File: config.mk
export PLATFORM = sky130hd
export DESIGN_NAME = mem_load_stream
export DESIGN_NICKNAME = d
export VERILOG_FILES = /design/src/rtl/mem_pkg.sv /design/src/rtl/mem_load_stream.sv
export SDC_FILE = /design/constraint.sdc
export NUM_CORES = 1
export LEC_CHECK = 0
export BUFFER_PORTS_ARGS = -buffer_cell sky130_fd_sc_hd__buf_2
export CAP_MARGIN = 20
export CORE_ASPECT_RATIO = 1.1
export CORE_MARGIN = 2
export CORE_UTILIZATION = 25
export DETAILED_ROUTE_END_ITERATION = 16
export PLACE_DENSITY_LB_ADDON = 0.05
export RECOVER_POWER = 100
export SLEW_MARGIN = 40
export SYNTH_ARGS = -nofsm -noshare
export SYNTH_HDL_FRONTEND = slang
export SYNTH_SLANG_ARGS = --single-unit
export TNS_END_PERCENT = 30
File: constraint.sdc
create_clock -name clk -period 6.3 [get_ports clk]
set_input_delay 1.26 -clock clk [delete_from_list [all_inputs] [get_ports clk]]
set_output_delay 1.26 -clock clk [all_outputs]
set_load 0.05 [all_outputs]
File: src/rtl/mem_pkg.sv
// ============================================================================
// mem_pkg : shared sequencer state type and memory geometry defaults
// Revision: 1.0
// ============================================================================
`default_nettype none

package mem_pkg;

  localparam int MEM_WIDTH = 16;
  localparam int MEM_SIZE  = 64;

  typedef enum logic [1:0] {IDLE, LOAD, PRIME, STREAM} mem_seq_state_t;

endpackage

`default_nettype wire

File: src/rtl/mem_load_stream.sv
// ============================================================================
// mem_load_stream : loads a burst into memory, then streams it back out
// Revision: 1.0
// ============================================================================
`default_nettype none

module mem_load_stream
  import mem_pkg::*;
#(
  parameter  int WIDTH   = MEM_WIDTH,
  parameter  int SIZE    = MEM_SIZE,
  localparam int LOGSIZE = $clog2(SIZE)
) (
  input  logic               clk,
  input  logic               reset_n,
  input  logic               start,
  input  logic [LOGSIZE:0]   len,
  output logic               busy,
  output logic               done,
  input  logic [WIDTH-1:0]   s_data,
  input  logic               s_valid,
  output logic               s_ready,
  output logic [WIDTH-1:0]   m_data,
  output logic               m_valid,
  input  logic               m_ready,
  output logic               m_last,
  output logic [LOGSIZE-1:0] mem_addr,
  output logic [WIDTH-1:0]   mem_data_in,
  output logic               mem_wr_en,
  input  logic [WIDTH-1:0]   mem_data_out
);

  mem_seq_state_t     state, state_nxt;
  logic [LOGSIZE-1:0] wr_ptr, rd_ptr;
  logic [LOGSIZE:0]   len_q;
  logic [LOGSIZE:0]   last_idx;
  logic               done_q;
  logic               len_ok;
  logic               wr_last, rd_last;

  assign len_ok   = (len != '0) && (len <= (LOGSIZE+1)'(SIZE));
  assign last_idx = len_q - (LOGSIZE+1)'(1);
  assign wr_last  = ({1'b0, wr_ptr} == last_idx);
  assign rd_last  = ({1'b0, rd_ptr} == last_idx);

  assign m_data      = mem_data_out;
  assign mem_data_in = s_data;
  assign done        = done_q;

  always_comb begin
    state_nxt = state;
    busy      = 1'b1;
    s_ready   = 1'b0;
    m_valid   = 1'b0;
    m_last    = 1'b0;
    mem_wr_en = 1'b0;
    mem_addr  = '0;
    case (state)
      IDLE: begin
        busy = 1'b0;
        if (start && len_ok) state_nxt = LOAD;
      end
      LOAD: begin
        s_ready   = 1'b1;
        mem_wr_en = s_valid;
        mem_addr  = wr_ptr;
        if (s_valid && wr_last) state_nxt = PRIME;
      end
      PRIME: state_nxt = STREAM;
      STREAM: begin
        m_valid = 1'b1;
        m_last  = rd_last;
        // Look one address ahead on a handshake so the next word arrives without a bubble.
        mem_addr = m_ready ? rd_ptr + LOGSIZE'(1) : rd_ptr;
        if (m_ready && rd_last) state_nxt = IDLE;
      end
      default: state_nxt = IDLE;
    endcase
  end

  always_ff @(posedge clk or negedge reset_n) begin
    if (!reset_n) begin
      state  <= IDLE;
      wr_ptr <= '0;
      rd_ptr <= '0;
      len_q  <= '0;
      done_q <= 1'b0;
    end else begin
      state  <= state_nxt;
      done_q <= (state == STREAM) && m_ready && rd_last;
      case (state)
        IDLE: begin
          if (start && len_ok) begin
            len_q  <= len;
            wr_ptr <= '0;
            rd_ptr <= '0;
          end
        end
        LOAD:   if (s_valid) wr_ptr <= wr_ptr + LOGSIZE'(1);
        STREAM: if (m_ready && !rd_last) rd_ptr <= rd_ptr + LOGSIZE'(1);
        default: ;
      endcase
    end
  end

endmodule

`default_nettype wire

==> Word level (Yosys, flattened, before mapping) <==
Index checks and enable logic that the tools add are counted.
{ "word_totals": {"word_cells": 51, "register_bits": 22, "ramBits": 0, "latchBits": 0, "mem_count": 0, "romBits": 0} }
{ "classes": {"muxes": 16, "addsub": 3, "shift": 0, "eq_ne": 10, "n_bitwise": 0, "magnitude_cmp": 1, "div": 0, "reduce_logical": 16, "n_mul": 0} }
{ "ops": {"columns": ["operator", "n"], "rows": [
  ["$pmux W6 S2", 3],
  ["$mux W6", 4],
  ["$eq A6 B7 Y1", 2],
  ["$add A6 B1 Y6 const B", 2],
  ["$reduce_and A3 Y1", 3],
  ["$ne A2 B2 Y1 const B", 4],
  ["$pmux W2 S4", 1],
  ["$le A7 B7 Y1 const B", 1],
  ["$logic_and A1 B1 Y1", 7],
  ["$reduce_bool A7 Y1", 1],
  ["$sub A7 B1 Y7 const B", 1],
  ["$mux W2", 3],
  ["$mux W1", 5],
  ["$eq A2 B2 Y1 const B", 2],
  ["$reduce_bool A2 Y1", 2],
  ["$eq A2 B1 Y1 const B", 1],
  ["$logic_not A2 Y1", 1],
  ["$ne A2 B1 Y1 const B", 1],
  ["$reduce_and A2 Y1", 1],
  ["$logic_not A1 Y1", 1]
]} }

==> Logic depth before layout (Yosys ltp) <==
Gate-level depths: netlist of the first run.
{ "depth": {"depth_word": 6, "depth_mapped": 10} }

==> Worst setup path after synthesis of the first run <==
OpenSTA, ideal clock, no wires.
{ "synth_timing": {"path_kind": "register to output", "start": "register state[1]", "end": "output mem_addr[1]", "required_ns": 5.040, "t_arrival_ns": 2.518, "setup_slack_ns": 2.522, "path_stages_with_launch": 6, "path_buffers": 1, "path_cell_list": "dfrtp_1 > inv_1 > ha_1 > clkbuf_1 > inv_1 > o21ai_0"} }
{ "synth_between": {"elab_chain_len": 2} }
{ "synth_rtl": {"columns": ["item", "line", "text"], "rows": [
  ["start, declared", "mem_load_stream.sv:33", "mem_seq_state_t state, state_nxt;"],
  ["start signal, assigned", "mem_load_stream.sv:89", "state <= state_nxt;"],
  ["$eq A2 B2 Y1 or $eq A2 B1 Y1 (tied branches)", "mem_load_stream.sv:58", "case (state)"],
  ["$pmux W6 S2 *", "mem_load_stream.sv:58", null],
  ["end, declared", "mem_load_stream.sv:27", "output logic [LOGSIZE-1:0] mem_addr,"]
]} }
Every way passes the cells marked *; elsewhere a longest branch is shown, timed or not.

==> Worst setup path after layout of the first run <==
{ "layout_timing": {"start": "register len_q[0]", "end": "output m_last"} }
{ "layout_between": {"elab_chain_len": 3} }
{ "layout_rtl": {"columns": ["item", "line", "text"], "rows": [
  ["start, declared", "mem_load_stream.sv:35", "logic [LOGSIZE:0] len_q;"],
  ["start signal, assigned", "mem_load_stream.sv:94", "len_q <= len;"],
  ["$sub A7 B1 Y7", "mem_load_stream.sv:42", "assign last_idx = len_q - (LOGSIZE+1)'(1);"],
  ["$eq A6 B7 Y1", "mem_load_stream.sv:44", "assign rd_last = ({1'b0, rd_ptr} == last_idx);"],
  ["$mux W1", "mem_load_stream.sv:58", null],
  ["end, declared", "mem_load_stream.sv:26", "output logic m_last,"]
]} }
Every way passes these cells.

==> reports/summary.txt, run 1 <==
===========================================================================================
First-pass DRT Iterations ....................................................            4
Biggest fanout along the worst timing path ...................................            5
Fraction of synthesis flops using an asynchronous set or reset pin ...........         1.00
Worst-case vdd ir drop .......................................................     0.181 mV
Via density per instance .....................................................         4.68
Class of the worst hold path ................................................. flop to flop
Max-cap violations ...........................................................            0
Top cells by area, synth ..................................................... sky130_fd_sc_hd__dfrtp_1, sky130_fd_sc_hd__buf_4, sky130_fd_sc_hd__xor2_1
Total chip power .............................................................     0.959 mW
Final setup fails ............................................................            0
Worst-path cell chain ........................................................ inv_1 > ha_1 > or3b_1 > nor3_1 > xor2_1 > nor3_1 > and2_2 > buf_2
Required @ worst endpoint ....................................................      5040 ps
Cell repeated most along the worst path ...................................... sky130_fd_sc_hd__nor3_1
Launch point of the worst hold path ..........................................     len_q[6]
Last weighted congestion value of the routability-driven placer ..............        0.740
Later-pin clock latency in the skew report ...................................       260 ps
Origin of the worst setup path ...............................................     len_q[0]
Pin count of the biggest net entering global routing .........................           23
Routed via count .............................................................         1343
Clock transition at path regs ................................................        80 ps
Syn. warnings ................................................................            0
Cell area reported after detailed placement .................................. 0.00184 mm^2
Buf+Inv Stages, Crit Path ....................................................            2
DRC Markers ..................................................................            0
Critical path's largest stage delay ..........................................       460 ps
WP data arrival ..............................................................      2690 ps
Number of setup buffers added after CTS ......................................            0
PortBufs .....................................................................           23
TritonCTS clock tree .........................................................         done
Net count of the finished layout .............................................          254
Slew Viols, Final ............................................................            0
Share of post-route cells with drive strength above 1 ........................        0.130
Largest delay share family, worst path ....................................... simple AND/OR/NAND/NOR gates
Kind of end point of the critical path .......................................  output port
Num CTS Buffers ..............................................................            3
Maximum clock frequency ......................................................      253 MHz
Residual antenna-violating net count after detailed routing ..................            0
Relative max-transition margin ...............................................        0.142
Most frequently used flop master after synthesis ............................. sky130_fd_sc_hd__dfrtp_1
Static leakage power .........................................................     0.784 nW
Worst Skew ...................................................................      1.42 ps
H-Tree Depth .................................................................            1
Cell area after layout ....................................................... 0.00183 mm^2
Seq/Total Area, Yosys ........................................................        0.289
Clock root buffer ............................................................ sky130_fd_sc_hd__clkbuf_8
Vertical die dimension .......................................................      95.5 um
Number of global-route vias before repair ....................................         1410
Number of design-rule violations left by the first detailed-router iteration .           33
Antenna violations before repair .............................................            0
Area of combinational cells with multiple inputs .............................     987 um^2
Maximum clock insertion buffer count .........................................            2
Synthesis-to-layout area growth ..............................................       -3.74%
Number of nets in the synthesized netlist ....................................          266
Total power density per cell area ............................................  523 mW/mm^2
Share of the clock period used by the worst path .............................        0.627
PostCTS Resize Cnt ...........................................................            0
Number of fillers in the final layout ........................................          824
Post-Route Setup TNS .........................................................         0 ps
Setup repair after global routing missed its margin ..........................           no
Slowest library cell on the worst path ....................................... sky130_fd_sc_hd__dfrtp_1
Number of sinks handled by clock tree synthesis ..............................           22
Slew at the pin with the worst max-slew slack ................................      1290 ps
Initial core utilization .....................................................        0.256
Flip-flop and latch count after synthesis ....................................           22
Wire length after detailed routing ...........................................      4560 um
Worst Setup Start Kind .......................................................         flop
Synthesized area per cell ....................................................    8.90 um^2
Overall die width ............................................................      87.2 um
Result of the run ............................................................    completed
Count of pins on the block boundary ..........................................           88
Average routed wire per standard cell ........................................      15.9 um
Worst r2r src ................................................................     len_q[0]
Post-synth cell types ........................................................           40
Aggregate global routing overflow ............................................            0
Number of enable-type register cells in the synthesized netlist ..............            0
Core area .................................................................... 0.00743 mm^2
Proportion of netlist area held by the largest area contributor ..............        0.289
Overall Global Routing Usage .................................................        0.115
Type of the worst setup path ................................................. flop to output port
Hold-fix buffers at CTS ......................................................            0
Number of standard cells after synthesis .....................................          214
Number of placement rows .....................................................           33
Tmin final ...................................................................      3950 ps
Smallest hold slack ..........................................................       540 ps
Count of endpoints failing hold in the final timing report ...................            0
Cell Area, Synth ............................................................. 0.00190 mm^2
Wire length of the first global-routing pass .................................      7320 um
Yosys top cell by area ....................................................... sky130_fd_sc_hd__dfrtp_1
Detailed-placement wirelength estimate .......................................      3550 um
Register area ................................................................     551 um^2
Number of antenna repair diodes ..............................................            0
Total Die Area ............................................................... 0.00833 mm^2
===========================================================================================
==> synth_stat cells (2+ instances only) <==
library cell	n
sky130_fd_sc_hd__nand2_1	20
sky130_fd_sc_hd__mux2i_1	4
sky130_fd_sc_hd__nand3_1	3
sky130_fd_sc_hd__mux2_2	5
sky130_fd_sc_hd__a21oi_1	2
sky130_fd_sc_hd__a22o_1	5
sky130_fd_sc_hd__xnor2_1	13
sky130_fd_sc_hd__inv_1	12
sky130_fd_sc_hd__nand4_1	6
sky130_fd_sc_hd__and3_1	6
sky130_fd_sc_hd__ha_1	8
sky130_fd_sc_hd__nor3_2	3
sky130_fd_sc_hd__nor3_1	2
sky130_fd_sc_hd__nor2_1	11
sky130_fd_sc_hd__buf_4	35
sky130_fd_sc_hd__xor2_1	14
sky130_fd_sc_hd__o221ai_1	3
sky130_fd_sc_hd__nand2b_1	5
sky130_fd_sc_hd__dfrtp_1	22
sky130_fd_sc_hd__and2_1	2
sky130_fd_sc_hd__clkbuf_1	2
sky130_fd_sc_hd__a22oi_1	2
sky130_fd_sc_hd__o21ai_0	12
==> kinds of logic (layout without fill, tap and decap cells) <==
logic type | count (synthesis) | in the layout | synth area share
adders and majority gates | 8 | 8 | 0.0526
DFF | 22 | 22 | 0.289
buffers and inverters | 52 | 38 | 0.177
AOI/OAI and AO/OA | 28 | 28 | 0.108
xor gates and xnor gates | 27 | 27 | 0.124
muxes | 10 | 10 | 0.0585
and+or+nand+nor | 67 | 67 | 0.191
==> stage by stage <==
stage / setup slack [ps] / utilization / instances
after floorplan: 2520 / - / 214
final: 2350 / 0.247 / 287
after CTS: 2500 / 0.253 / 287
after global placement: 2810 / 0.247 / 284
after detailed placement: 2810 / 0.247 / 284
after global routing: 2080 / 0.247 / 287
==> cell usage in the layout (no fill, tap or decap), types with 3 or more instances in the layout <==
master / count
sky130_fd_sc_hd__nand2b_1: 5
sky130_fd_sc_hd__mux2_2: 5
sky130_fd_sc_hd__buf_2: 11
sky130_fd_sc_hd__nand2_1: 20
sky130_fd_sc_hd__nor2_1: 11
sky130_fd_sc_hd__xor2_1: 14
sky130_fd_sc_hd__mux2i_1: 4
sky130_fd_sc_hd__xnor2_1: 13
sky130_fd_sc_hd__o21ai_0: 12
sky130_fd_sc_hd__dfrtp_1: 22
sky130_fd_sc_hd__clkbuf_1: 12
sky130_fd_sc_hd__o221ai_1: 3
sky130_fd_sc_hd__ha_1: 8
sky130_fd_sc_hd__nand3_1: 3
sky130_fd_sc_hd__nor3_1: 4
sky130_fd_sc_hd__inv_1: 12
sky130_fd_sc_hd__and3_1: 6
sky130_fd_sc_hd__nand4_1: 6
sky130_fd_sc_hd__clkbuf_8: 3
sky130_fd_sc_hd__a22o_1: 5
==> final timing paths <==
path                            slack, ps  cells after the start        end
worst max-delay path                 2350                      8     m_last
worst min-delay path                  540                      1   len_q[6]
worst max register to register       3190                      9  rd_ptr[2]
worst min register to register        540                      1   len_q[6]
max in group asynchronous            4290                      1  wr_ptr[3]
min in group asynchronous            1260                      1   state[1]
==> registers in the layout, indices dropped and copies added (netlist names) <==
signal  count
len_q       7
done        1
state       2
wr_ptr      6
rd_ptr      6
==> final cells by class <==
type	instances	share of cell area
Inverter	12	0.0246
Clock buffer	3	0.0225
Tap cell	87	0.0594
Multi-Input combinational cell	140	0.539
Timing Repair Buffer	23	0.0546
Sequential cell	22	0.300
==> layer usage <==
layer  vias up  routed length (um)  track usage
li1        661                   -            -
met1       673                2070        0.146
met2         7                2350        0.199
met3         2                 106       0.0139
met4         0                  28       0.0410
met5         -                   0            0
==> power breakdown <==
group	internal [mW]	leakage [nW]	total [mW]	switching (mW)
logic	0.219	0.479	0.567	0.348
registers	0.201	0.283	0.301	0.100
clock network	0.0428	0.0216	0.0915	0.0487
total	0.462	0.784	0.959	0.497
Note: power is estimated with default switching activity, not from simulation.
==> run 2, diff against run 1 <==
clock period = 3.65 ns   (was 6.3 ns; I/O delays follow)
==> reports/summary.txt, run 2 (same netlist as run 1, synthesis figures left out) <==
===========================================================================================
Critical path's largest stage delay ..........................................       460 ps   about the same
Routed met3 length ...........................................................       172 um   +62%
Cell count after placement ...................................................          285   +0.35%
Wire length after detailed routing ...........................................      4750 um   +4.3%
Number of design-rule violations left by the first detailed-router iteration .           37   +12%
Uppermost signal routing layer after detailed routing ........................         met4
Number of sinks handled by clock tree synthesis ..............................           22   unchanged
Type of the worst setup path ................................................. flop to output port
Synthesis-to-layout area growth ..............................................       -1.77%
Final worst-path setup slack .................................................       353 ps   -2000 ps
PostCTS Resize Cnt ...........................................................            0   unchanged
Number of placement rows .....................................................           33   unchanged
Initial core utilization .....................................................        0.256   unchanged
Wire length of the first global-routing pass .................................      7730 um   +5.6%
Total Die Area ............................................................... 0.00833 mm^2   unchanged
First-pass DRT Iterations ....................................................            4   unchanged
Share of the clock period used by the worst path .............................        0.903
Core area .................................................................... 0.00743 mm^2   unchanged
R2R cell count ...............................................................            9   unchanged
Residual antenna-violating net count after detailed routing ..................            0   unchanged
Clock transition at path regs ................................................        90 ps   about the same
Overall die width ............................................................      87.2 um   unchanged
Clock root buffer ............................................................ sky130_fd_sc_hd__clkbuf_8
Static leakage power .........................................................     0.796 nW   +1.6%
Most flops, register .........................................................        len_q
Via density per instance .....................................................         4.70   +0.34%
Registers with the highest flip-flop counts .................................. len_q: 7 flops, rd_ptr: 6 flops, wr_ptr: 6 flops
Number of fillers in the final layout ........................................          824   unchanged
WP data arrival ..............................................................      2570 ps   -120 ps
Aggregate global routing overflow ............................................            0   unchanged
Vertical die dimension .......................................................      95.5 um   unchanged
Num CTS Buffers ..............................................................            3   unchanged
Filler-free cell count of the finished design ................................          289   +0.70%
Cell area after layout ....................................................... 0.00187 mm^2   +2.0%
Max reg flops ................................................................            7   unchanged
Slew at the pin with the worst max-slew slack ................................      1370 ps   +80.1 ps
Smallest hold slack ..........................................................       562 ps   +22.7 ps
Commonest non-fill, non-tap cell in the layout ............................... sky130_fd_sc_hd__dfrtp_1
Final setup fails ............................................................            0   unchanged
Average routed wire per standard cell ........................................      16.4 um   +3.5%
Setup repair after global routing missed its margin ..........................           no
Number of setup buffers added after CTS ......................................            0   unchanged
Later-pin clock latency in the skew report ...................................       270 ps   about the same
Antenna violations before repair .............................................            0   unchanged
Share of post-route cells with drive strength above 1 ........................        0.134   +0.00366
Slowest library cell on the worst path ....................................... sky130_fd_sc_hd__dfrtp_1
Biggest fanout along the worst timing path ...................................            5   unchanged
Overall Global Routing Usage .................................................        0.123   +0.00837
Number of antenna repair diodes ..............................................            0   unchanged
Worst-case vdd ir drop .......................................................     0.332 mV   +84%
Slew Viols, Final ............................................................            0   unchanged
Routed via count .............................................................         1357   +1.0%
Number of global-route vias before repair ....................................         1516   +7.5%
WL met2 ......................................................................      2360 um   +0.55%
Class of the worst hold path ................................................. flop to flop
PortBufs .....................................................................           23   unchanged
TritonCTS clock tree .........................................................         done
Tmin final ...................................................................      3300 ps
Worst-path cell chain ........................................................ inv_1 > ha_1 > or3b_1 > nor3_1 > xor2_1 > nor3_2 > and2_2 > clkbuf_2
DRC Markers ..................................................................            0   unchanged
Pin count of the biggest net entering global routing .........................           23   unchanged
Worst Setup Start Kind .......................................................         flop
Last weighted congestion value of the routability-driven placer ..............        0.815   +10%
Kind of end point of the critical path .......................................  output port
Count of pins on the block boundary ..........................................           88   unchanged
Total power density per cell area ............................................  936 mW/mm^2   +79%
Relative max-transition margin ...............................................       0.0883   -0.0534
Most frequent cells in the layout ............................................ sky130_fd_sc_hd__dfrtp_1, sky130_fd_sc_hd__nand2_1, sky130_fd_sc_hd__xor2_1, sky130_fd_sc_hd__clkbuf_1, sky130_fd_sc_hd__xnor2_1
Result of the run ............................................................    completed
Maximum clock frequency ......................................................      303 MHz
Count of endpoints failing hold in the final timing report ...................            0   unchanged
Hold-fix buffers at CTS ......................................................            0   unchanged
Maximum clock insertion buffer count .........................................            2   unchanged
Max-cap violations ...........................................................            0   unchanged
Number of cells on the worst hold path .......................................            1   unchanged
Required @ worst endpoint ....................................................      2920 ps   -2120 ps
Net count of the finished layout .............................................          255   +0.39%
Setup slack after placement ..................................................       685 ps   -2130 ps
Detailed-placement wirelength estimate .......................................      3650 um   +2.8%
H-Tree Depth .................................................................            1   unchanged
Worst Skew ...................................................................      9.27 ps   +7.85 ps
Met1 routed wirelength after detailed routing ................................      2130 um   +2.7%
Cell area reported after detailed placement .................................. 0.00184 mm^2   +0.41%
Post-Route Setup TNS .........................................................         0 ps   unchanged
===========================================================================================
## run 2: cell types whose count changed in the layout (fill, tap and decap cells not counted)
cell	delta
sky130_fd_sc_hd__nor3_1	-1
sky130_fd_sc_hd__nor3_2	+1
sky130_fd_sc_hd__bufinv_16	+1
sky130_fd_sc_hd__clkbuf_1	+2
sky130_fd_sc_hd__clkbuf_2	+1
sky130_fd_sc_hd__buf_2	-2
## run 2: final timing paths
path                           from        end  slack [ps]
max                        len_q[0]     m_last         350
min                        len_q[6]   len_q[6]         560
min reg2reg                len_q[6]   len_q[6]         560
max reg2reg                len_q[0]  rd_ptr[2]         560
min in group asynchronous   reset_n   state[1]         740
max in group asynchronous   reset_n  wr_ptr[4]        2100
## run 2: power breakdown
part / switching [mW] / internal (mW) / total (mW)
combinational: 0.610 / 0.378 / 0.988
sequential: 0.178 / 0.346 / 0.524
clock: 0.0916 / 0.147 / 0.238
total: 0.880 / 0.871 / 1.75
## run 2: critical path, delay by kind of cell, from the launching register on
family / cells / cell delay [ps]
AND/OR/NAND/NOR: 4 / 1090
flip-flops: 1 / 460
buffers and inverters: 2 / 370
adder cells (fa/ha/maj): 1 / 230
XOR/XNOR: 1 / 150
## run 2: per-layer routing
metal / up-vias / track usage
met5: - / 0
met4: 0 / 0.0487
met3: 8 / 0.0199
met2: 18 / 0.214
met1: 663 / 0.151
li1: 668 / -
## run 2: final cells by class
class	count	area (um^2)	area share
multi-input combinational	140	992	0.530
sequential	22	551	0.294
tap	87	109	0.0582
timing repair buffer	24	103	0.0548
inverter	12	45.0	0.0241
clock buffer	3	41.3	0.0221
clock inverter	1	30.0	0.0161
## run 2: metrics by stage
step                utilization  total power, mW
floorplan                     -             1.43
global placement          0.248             1.58
detailed placement        0.248             1.58
CTS                       0.258             1.83
global route              0.252             1.91
finish                    0.252             1.75
==> run 3, diff against run 2 <==
CELL_PAD_IN_SITES_DETAIL_PLACEMENT = 0   (was default)
CELL_PAD_IN_SITES_GLOBAL_PLACEMENT = 1   (was default)
==> reports/summary.txt, run 3 (same netlist as run 1, synthesis figures left out) <==
===========================================================================================
Buf+Inv Stages, Crit Path ....................................................            2   unchanged
Static leakage power .........................................................     0.791 nW   -0.68%
Slew Viols, Final ............................................................            0   unchanged
Overall Global Routing Usage .................................................        0.125   +0.00153
Total Die Area ............................................................... 0.00833 mm^2   unchanged
Smallest hold slack ..........................................................       541 ps   -21.3 ps
First-pass DRT Iterations ....................................................            4   unchanged
Count of pins on the block boundary ..........................................           88   unchanged
Biggest fanout along the worst timing path ...................................            5   unchanged
Final setup fails ............................................................            0   unchanged
Final worst-path setup slack .................................................       431 ps   +78.2 ps
Num CTS Buffers ..............................................................            3   unchanged
Number of fillers in the final layout ........................................          823   -0.12%
Worst Setup Start Kind .......................................................         flop
Number of global-route vias before repair ....................................         1495   -1.4%
Cell repeated most along the worst path ...................................... sky130_fd_sc_hd__nor3_2
Number of sinks handled by clock tree synthesis ..............................           22   unchanged
Setup slack after placement ..................................................       637 ps   -48.1 ps
Met1 routed wirelength after detailed routing ................................      2130 um   about the same
Overall die width ............................................................      87.2 um   unchanged
Required @ worst endpoint ....................................................      2920 ps   about the same
Number of placement rows .....................................................           33   unchanged
Antenna violations before repair .............................................            0   unchanged
Result of the run ............................................................    completed
Uppermost signal routing layer after detailed routing ........................         met4
Last weighted congestion value of the routability-driven placer ..............        0.764   -6.3%
Type of the worst setup path ................................................. flop to output port
Most frequent cells in the layout ............................................ sky130_fd_sc_hd__dfrtp_1, sky130_fd_sc_hd__nand2_1, sky130_fd_sc_hd__xor2_1, sky130_fd_sc_hd__clkbuf_1, sky130_fd_sc_hd__xnor2_1
Most flops, register .........................................................        len_q
Clock root buffer ............................................................ sky130_fd_sc_hd__clkbuf_8
Number of design-rule violations left by the first detailed-router iteration .           39   +5.4%
Initial core utilization .....................................................        0.256   unchanged
Launch point of the worst hold path ..........................................     len_q[6]
Aggregate global routing overflow ............................................            0   unchanged
Slew at the pin with the worst max-slew slack ................................      1310 ps   -53.6 ps
Post-Route Setup TNS .........................................................         0 ps   unchanged
Wire length of the first global-routing pass .................................      8050 um   +4.2%
Cell depth of the worst setup path ...........................................            8   unchanged
Via density per instance .....................................................         4.80   +2.3%
Wire length after detailed routing ...........................................      4880 um   +2.7%
Share of post-route cells with drive strength above 1 ........................        0.139   +0.00495
Endpoint of the most critical register-to-register path ......................    rd_ptr[2]
Max reg flops ................................................................            7   unchanged
Later-pin clock latency in the skew report ...................................       270 ps   about the same
R2R cell count ...............................................................            9   unchanged
Number of antenna repair diodes ..............................................            0   unchanged
Synthesis-to-layout area growth ..............................................       -2.37%
PostCTS Resize Cnt ...........................................................            0   unchanged
Largest delay share family, worst path ....................................... simple AND/OR/NAND/NOR gates
Hold-fix buffers at CTS ......................................................            0   unchanged
WHS Endpoint .................................................................     len_q[6]
Relative max-transition margin ...............................................        0.124   +0.0357
Total chip power .............................................................      1.68 mW   -3.8%
Tmin final ...................................................................      3220 ps   -78.2 ps
Registers with the highest flip-flop counts .................................. len_q: 7 flops, rd_ptr: 6 flops, wr_ptr: 6 flops
TritonCTS clock tree .........................................................         done
Clock transition at path regs ................................................        90 ps   about the same
Routed via count .............................................................         1388   +2.3%
Critical path's largest stage delay ..........................................       450 ps   about the same
Kind of end point of the critical path .......................................  output port
Maximum clock insertion buffer count .........................................            2   unchanged
WL met2 ......................................................................      2430 um   +2.8%
Class of the worst hold path ................................................. flop to flop
Setup repair after global routing missed its margin ..........................           no
Share of the clock period used by the worst path .............................        0.882   -0.0214
Routed met3 length ...........................................................       267 um   +55%
Worst-case vdd ir drop .......................................................     0.230 mV   -31%
Worst-path cell chain ........................................................ inv_1 > ha_1 > or3b_1 > nor3_2 > xor2_1 > nor3_2 > and2_2 > clkbuf_2
Detailed-placement wirelength estimate .......................................      3910 um   +7.2%
Max-cap violations ...........................................................            0   unchanged
Pin count of the biggest net entering global routing .........................           23   unchanged
Vertical die dimension .......................................................      95.5 um   unchanged
Number of cells on the worst hold path .......................................            1   unchanged
WP data arrival ..............................................................      2490 ps   -80 ps
Worst r2r src ................................................................     len_q[0]
Count of endpoints failing hold in the final timing report ...................            0   unchanged
Maximum clock frequency ......................................................      311 MHz   +2.4%
Average routed wire per standard cell ........................................      16.9 um   +2.7%
Number of setup buffers added after CTS ......................................            0   unchanged
Net count of the finished layout .............................................          255   unchanged
Worst-case register-to-register setup slack ..................................       570 ps   about the same
DRC Markers ..................................................................            0   unchanged
Total power density per cell area ............................................  906 mW/mm^2   -3.2%
Commonest non-fill, non-tap cell in the layout ............................... sky130_fd_sc_hd__dfrtp_1
Worst Skew ...................................................................      4.39 ps   -4.88 ps
Slowest library cell on the worst path ....................................... sky130_fd_sc_hd__or3b_1
PortBufs .....................................................................           23   unchanged
H-Tree Depth .................................................................            1   unchanged
Residual antenna-violating net count after detailed routing ..................            0   unchanged
Core area .................................................................... 0.00743 mm^2   unchanged
Fin util .....................................................................        0.250   -0.00152
===========================================================================================
-- run 3: routing by layer --
metal / track usage / vias to the layer above
met5: 0 / -
met4: 0.0385 / 0
met3: 0.0398 / 5
met2: 0.209 / 48
met1: 0.152 / 664
li1: - / 671
-- run 3: area by class of cell --
cell class | count | area [um^2] | area share
multi-input combinational | 140 | 997 | 0.536
sequential | 22 | 551 | 0.296
clock buffer | 4 | 55.1 | 0.0296
timing repair buffer | 24 | 103 | 0.0552
inverter | 12 | 45.0 | 0.0242
tap | 87 | 109 | 0.0585
-- run 3: worst max path at each step --
stage	from	to	slack, ps
2_1_floorplan	state[1]	mem_addr[1]	400
3_3_place_gp	len_q[0]	rd_ptr[2]	750
3_5_place_dp	len_q[0]	rd_ptr[2]	640
4_1_cts	len_q[0]	m_last	430
5_1_grt	len_q[0]	m_last	200
6_report	len_q[0]	m_last	430
-- run 3: per-stage QoR --
step                instance area [um^2]  instances
floorplan                           1900        214
global placement                    1840        285
detailed placement                  1840        285
CTS                                 1900        289
global route                        1860        289
finish                              1860        289
-- run 3: power by group --
| group | total (mW) | leakage [nW] | switching (mW) | internal (mW) |
|---|---|---|---|---|
| sequential | 0.519 | 0.283 | 0.173 | 0.346 |
| clock | 0.183 | 0.0288 | 0.0868 | 0.0963 |
| combinational | 0.982 | 0.479 | 0.605 | 0.377 |
| total | 1.68 | 0.791 | 0.865 | 0.820 |
